===== config.mk =====
export PLATFORM = sky130hd
export DESIGN_NAME = uart_tx
export DESIGN_NICKNAME = d
export VERILOG_FILES = /design/src/rtl/uart_pkg.sv /design/src/rtl/uart_baud_cnt.sv /design/src/rtl/uart_tx.sv
export SDC_FILE = /design/constraint.sdc
export NUM_CORES = 1
export LEC_CHECK = 0
export ABC_CLOCK_PERIOD_IN_PS = 1500
export BUFFER_PORTS_ARGS = -buffer_cell sky130_fd_sc_hd__buf_4
export CAP_MARGIN = 20
export CORE_AREA = 2 2 43 65
export DETAILED_ROUTE_END_ITERATION = 12
export DIE_AREA = 0 0 45 67
export HOLD_SLACK_MARGIN = 0.12
export PLACE_DENSITY = 0.78
export SYNTH_ARGS = -nofsm -noshare
export SYNTH_HDL_FRONTEND = slang
export SYNTH_SLANG_ARGS = --single-unit

===== constraint.sdc =====
create_clock -name clk -period 1.5 [get_ports clk]
set_input_delay 0.3 -clock clk [delete_from_list [all_inputs] [get_ports clk]]
set_output_delay 0.3 -clock clk [all_outputs]
set_load 0.01 [all_outputs]

===== src/rtl/uart_pkg.sv =====
// uart_pkg: state codes and default bit period shared by the UART transmitter and receiver
// Optional build macro UART_TX_PARITY_EN adds the S_PARITY state code.
package uart_pkg;
    localparam int CLKS_PER_BIT_DEF = 240;
    typedef enum logic [2:0] {
        S_IDLE      = 3'd0,
        S_START     = 3'd1,
        S_SEND_BYTE = 3'd2,
`ifdef UART_TX_PARITY_EN
        S_PARITY    = 3'd3,
`endif
        S_STOP      = 3'd4
    } uart_state_t;
endpackage


===== src/rtl/uart_baud_cnt.sv =====
// uart_baud_cnt: bit-period counter, one-cycle tick at count CLKS_PER_BIT-1
// Ports: clk, rst (sync, active-high), clear (hold count at 0), tick (last cycle of a bit period).
module uart_baud_cnt import uart_pkg::*; #(
    parameter int CLKS_PER_BIT = CLKS_PER_BIT_DEF
) (
    input  logic clk,
    input  logic rst,
    input  logic clear,
    output logic tick
);
    localparam int W = $clog2(CLKS_PER_BIT);
    logic [W-1:0] cnt;
    assign tick = cnt == W'(CLKS_PER_BIT - 1);
    always_ff @(posedge clk) begin
        if (rst || clear || tick)
            cnt <= '0;
        else
            cnt <= cnt + 1'b1;
    end
endmodule


===== src/rtl/uart_tx.sv =====
// uart_tx: byte-wide valid/ready in, 8N1 serial out (8E1 when UART_TX_PARITY_EN is defined)
// Ports: clk; rst (sync, active-high); tx_data/tx_data_valid byte input;
//        tx_data_ready (registered, byte can be accepted); tx_pin (registered serial line, idles high).
module uart_tx import uart_pkg::*; #(
    parameter int CLKS_PER_BIT = CLKS_PER_BIT_DEF
) (
    input  logic       clk,
    input  logic       rst,
    input  logic [7:0] tx_data,
    input  logic       tx_data_valid,
    output logic       tx_data_ready,
    output logic       tx_pin
);
    uart_state_t state, state_n;
    logic [7:0] data, data_n;
    logic [2:0] idx, idx_n;
    logic       pin_n, ready_n, tick;
    // Counter sits at 0 while idle so the start bit gets a full period from the accept edge.
    uart_baud_cnt #(.CLKS_PER_BIT(CLKS_PER_BIT)) u_baud (
        .clk  (clk),
        .rst  (rst),
        .clear(state == S_IDLE),
        .tick (tick)
    );
    always_comb begin
        state_n = state;
        data_n  = data;
        idx_n   = idx;
        pin_n   = tx_pin;
        ready_n = tx_data_ready;
        case (state)
            S_IDLE: begin
                pin_n   = 1'b1;
                ready_n = 1'b1;
                if (tx_data_valid && tx_data_ready) begin
                    state_n = S_START;
                    data_n  = tx_data;
                    pin_n   = 1'b0;
                    ready_n = 1'b0;
                end
            end
            S_START: if (tick) begin
                state_n = S_SEND_BYTE;
                pin_n   = data[0];
            end
            S_SEND_BYTE: if (tick) begin
                idx_n = idx + 3'd1;
                if (idx == 3'd7) begin
`ifdef UART_TX_PARITY_EN
                    state_n = S_PARITY;
                    pin_n   = ^data;
`else
                    state_n = S_STOP;
                    pin_n   = 1'b1;
`endif
                end else
                    pin_n = data[idx_n];
            end
`ifdef UART_TX_PARITY_EN
            S_PARITY: if (tick) begin
                state_n = S_STOP;
                pin_n   = 1'b1;
            end
`endif
            S_STOP: if (tick) begin
                state_n = S_IDLE;
                pin_n   = 1'b1;
                ready_n = 1'b1;
            end
            default: begin
                state_n = S_IDLE;
                pin_n   = 1'b1;
                ready_n = 1'b1;
            end
        endcase
    end
    always_ff @(posedge clk) begin
        if (rst) begin
            state         <= S_IDLE;
            data          <= '0;
            idx           <= '0;
            tx_pin        <= 1'b1;
            tx_data_ready <= 1'b0;
        end else begin
            state         <= state_n;
            data          <= data_n;
            idx           <= idx_n;
            tx_pin        <= pin_n;
            tx_data_ready <= ready_n;
        end
    end
endmodule


Word level (Yosys, flattened, before mapping)
Cells that the tools add are included.

storage, ports and cells
  input bits = 11
  output and inout bits = 2
  flip-flop bits (word level) = 24

cells by class
  equality and inequality tests = 10
  bitwise logic cells = 1
  multiplexer cells = 15
  $add $sub $neg = 2
  $lt $le $gt $ge = 1
  reduce and logical (&&, ||, !) cells = 10

operators with widths
  kind                                                    number
  two-way mux 3 bit                                       5
  one-hot mux 3 bit (4 select lines)                      1
  adder 8 x 1 -> 8 bit (second input constant)            1
  == test 8 bit (second input constant)                   1
  == test 3 bit (second input constant)                   2
  two-way mux 1 bit                                       6
  inequality test 2 x 1 -> 1 bit (second input constant)  3
  AND reduction 2 bit                                     3
  AND reduction 5 bit                                     1
  < comparator 3 x 4 -> 1 bit (second input constant)     1
  inequality test 2 bit (second input constant)           2
  one-hot mux 1 bit (4 select lines)                      1
  adder 3 x 1 -> 3 bit (second input constant)            1
  binary-select mux 1 bit (select 3 bit)                  1
  == test 3 x 1 -> 1 bit (second input constant)          1
  == test 3 x 2 -> 1 bit (second input constant)          1
  zero test 3 bit                                         1
  one-hot mux 1 bit (3 select lines)                      1
  AND reduction 3 bit                                     1
  logical OR 1 bit                                        2
  OR reduction 2 bit                                      1
  logical AND 1 bit                                       1
  inverter 1 bit                                          1

Depth between registers and ports, before layout
  depth after elaboration = 6
  mapped depth = 7
  depth with buffers taken out = 6

By module
A second synthesis with hierarchy kept.

unflattened totals
  cell total of the unflattened synthesis = 123
  area, all modules = 1162.4 um^2

modules (own cells, without submodules)
  module         seq. area each (um^2)  cells each  instances  area each (um^2)
  uart_tx        320.3                  85          1          815.8
  uart_baud_cnt  160.2                  38          1          346.6

Least setup slack after synthesis
Ideal clock, no wire load.

  path kind = reg-to-reg
  from = reg idx[0]
  to = reg tx_pin
  stages on the path, launching flop included = 7
  library setup time = 87 ps
  slack = -51 ps
  data arrival time = 1464 ps
  buffers on the path = 0
  data required time = 1413 ps
  path through = dfxtp_1 -> ha_1 -> ha_1 -> or2_2 -> o22ai_1 -> nor4_2 -> o31ai_1

between the ends
  cells in the longest elaborated chain, start to end = 6
  elaborated cells on any way between the ends = 7

RTL lines
  what                                     RTL line       text
  start: declaration                       uart_tx.sv:16  logic [2:0] idx, idx_n;
  start signal: assignment                 uart_tx.sv:87  idx <= idx_n;
  adder 3 x 1 -> 3 bit                     uart_tx.sv:47  idx_n = idx + 3'd1;
  binary-select mux 1 bit (select 3 bit)   uart_tx.sv:57  pin_n = data[idx_n];
  two-way mux 1 bit (not written as such)  uart_tx.sv:57
  two-way mux 1 bit *                      uart_tx.sv:48  if (idx == 3'd7) begin
  two-way mux 1 bit *                      uart_tx.sv:46  S_SEND_BYTE: if (tick) begin
  one-hot mux 1 bit (4 select lines) *     uart_tx.sv:31  case (state)
  end signal: assignment                   uart_tx.sv:88  tx_pin <= pin_n;
  end: declaration                         uart_tx.sv:12  output logic tx_pin

Mark *: on every way between the ends. The rest lies on a longest branch, timed or not. The select of a mux whose other input is x is not followed.
A chain may end at the register's enable or synchronous reset.

Worst setup path after layout
Same ends and word-level chain as after synthesis.

==> results.tsv <==
metric	value	unit
rr_endpoint	tx_pin$_SDFFE_PP1P_	
synthFlopType	dfxtp_1	
nFillCells	222	
ir_drop	0.6039	mV
setup_slack	49.68	ps
crit_fanout	4	
hold_path.class	in2reg	
synth_top_area_share	40.94	%
final_util	57.54	%
clk_latency	310	ps
rows	22	
yosysMostFrequentCell	nor2_1	
portBuffers	12	
ys_top_cells_by_count	27 x nor2_1, 24 x dfxtp_1, 13 x mux2i_1	
cp.arrival	1680	ps
yosysTopAreaCell	dfxtp_1	
hold_viol	0	
core-area	2422	um^2
h-tree-depth	1	
synth.avg_cell_area	9.314	um^2
design_area	1394	um^2
numClockSinks	24	
pre_cts_ws	-45.78	ps
r2r_cells	6	
rsz0062_at_grt	no	
synth_xor_area_share	5.970	%
die_y	67	um
cts_buffer_depth	2	
netlist_top_cells_area	dfxtp_1 41%, mux2i_1 11%, nor2_1 8.6%, xnor2_1 4.5%, ha_1 3.2%	
clkTransAtPathRegs	130	ps
crit_path_start_kind	flop	
drtIter0Drc	11	
antennaDiodeCount	0	
drtAntennaViolNets	0	
grt_pass1_wl	3.629	mm
async_flop_share	0	%
worstPathRequired	1730	ps
report.final.slew_viol_count	0	
synthCells	126	
total_leakage_power	0.5038	nW
hold_end	data[2]$_SDFFE_PP0P_	
ys_seq_area_share	40.94	%
yosys.area_share.adder	3.198	%
wire_per_inst	13.20	um
area_delta_synth_final	18.76	%
fin_nets	155	
first_pass_iters	4	
rrSetupSlack	50	ps
setup-violations-final	0	
grt_overflow	0	
cts_tree	yes	
maxCapViolations	0	
vias	915	
layout-drive-gt1-share	30.00	%
clock.fmax	0.6895	GHz
timing_worst_setup_path_type	reg2reg	
synthSimpleGateAreaFrac	23.03	%
holdPathStages	3	
viasPerCell	5.579	
min_from	tx_data[2]	
tightest_slew	302.5	ps
synthMuxAreaShare	12.05	%
synth_edf_count	0	
p_per_area	825.9	nW/um^2
syn_nets	140	
drc	0	
r2r_start	idx[0]$_SDFFE_PP0P_	
first_global_vias	903	
hold_buffers	0	
io_pins	13	
finalWirelength	2.164	mm
period_minus_slack	1450	ps
synth_compound_area_share	8.422	%
post_dp_cell_area	1306	um^2
finalWeightedCongestion	0.7981	
gr-usage-all-layers	15.97	%
die_area	3015	um^2
synth_warnings	0	
ys_types	37	
grt_max_degree	16	
cts_root_buf	clkbuf_4	
antenna_found_initial	0	
outcome	completed	
synth_area	1174	um^2
dp_hpwl	1.690	mm
synth_top_family_by_area	simple AND/OR/NAND/NOR gates	
numCtsBuffers	3	
yosys_register_bits	24	
clock_skew	7.915	ps
initial_core_util	48.45	%
cp-end-kind	flop	
max-slew-margin-rel	79.31	%
die_w	45	um
whs	213.8	ps
finalCritPeriodShare	96.69	%
[report_power, final]
part           total, W  switching, W  internal, W
logic          0.000132     0.0000571    0.0000745
registers      0.000680     0.0000194     0.000661
clock network  0.000339      0.000191     0.000148
total           0.00115      0.000268     0.000884
[layout make-up]
type                       count  area [um^2]  area share [%]
inverter                       3        11.26          0.8079
multi-input combinational     90        671.9           48.20
sequential                    24        485.5           34.83
tap                           24        30.03           2.154
clock buffer                   4        36.28           2.603
timing repair buffer          19        158.9           11.40
[layer usage]
metal	track usage (%)	share of wire, %	vias up
met1	17.80	43	433
met4	8.088	1.5	0
met3	1.626	2.5	4
met5	0	0	-
li1	-	-	465
met2	28.57	53	13
[logic make-up after synthesis]
family	after synthesis
and+or+nand+nor	52
DFF	24
muxes	14
AOI/OAI and AO/OA	13
buffers and inverters	12
xor gates and xnor gates	8
adders and majority gates	3
[how the worst max path moves through the flow]
stage / start / endpoint / slack (ps)
floorplan: idx[0]$_SDFFE_PP0P_ / tx_pin$_SDFFE_PP1P_ / 40
global placement: idx[0]$_SDFFE_PP0P_ / tx_pin$_SDFFE_PP1P_ / 6
detailed placement: idx[0]$_SDFFE_PP0P_ / tx_pin$_SDFFE_PP1P_ / -50
CTS: idx[0]$_SDFFE_PP0P_ / tx_pin$_SDFFE_PP1P_ / 4
global route: idx[0]$_SDFFE_PP0P_ / tx_pin$_SDFFE_PP1P_ / 6
finish: idx[0]$_SDFFE_PP0P_ / tx_pin$_SDFFE_PP1P_ / 50
[state kept, by name, summed over array words and instances, names as in the netlist]
register       cells
tx_data_ready      1
tx_pin             1
idx                3
data               8
u_baud.cnt         8
state              3
[stage by stage]
stage | TNS [ps] | std cells | total power [W]
2_1_floorplan | 0 | 126 | 0.0007691
4_1_cts | 0 | 164 | 0.001153
3_5_place_dp | -45.78 | 159 | 0.0008242
6_report | 0 | 164 | 0.001151
3_3_place_gp | 0 | 159 | 0.0008175
5_1_grt | 0 | 164 | 0.001199
[repair_timing]
item,4_1_cts,5_1_grt
endpoints found under the hold margin,0,0
pin swaps,3,2
setup buffers,1,0
endpoints found under the setup margin,1,16
resized for setup,8,6
[cells in the final DEF (no fill, tap or decap), types with 2 or more instances in the layout]
cell / n
inv_1: 2
nand3_1: 3
mux2i_1: 13
clkbuf_4: 3
o21a_1: 3
xnor2_1: 6
ha_4: 2
xor2_1: 2
buf_4: 17
or2_4: 2
nor2_1: 27
dfxtp_1: 20
dfxtp_2: 4
nor3_1: 3
nand4b_1: 2
nand2_1: 4
[critical path: stages, from the launching register on]
cell and delay [ps]:
dfxtp_2 360, ha_4 160, ha_4 220, or2_4 250, o22ai_2 130, nor4_2 60, o31ai_1 180
No activity file was read; power rests on OpenSTA's default activity.
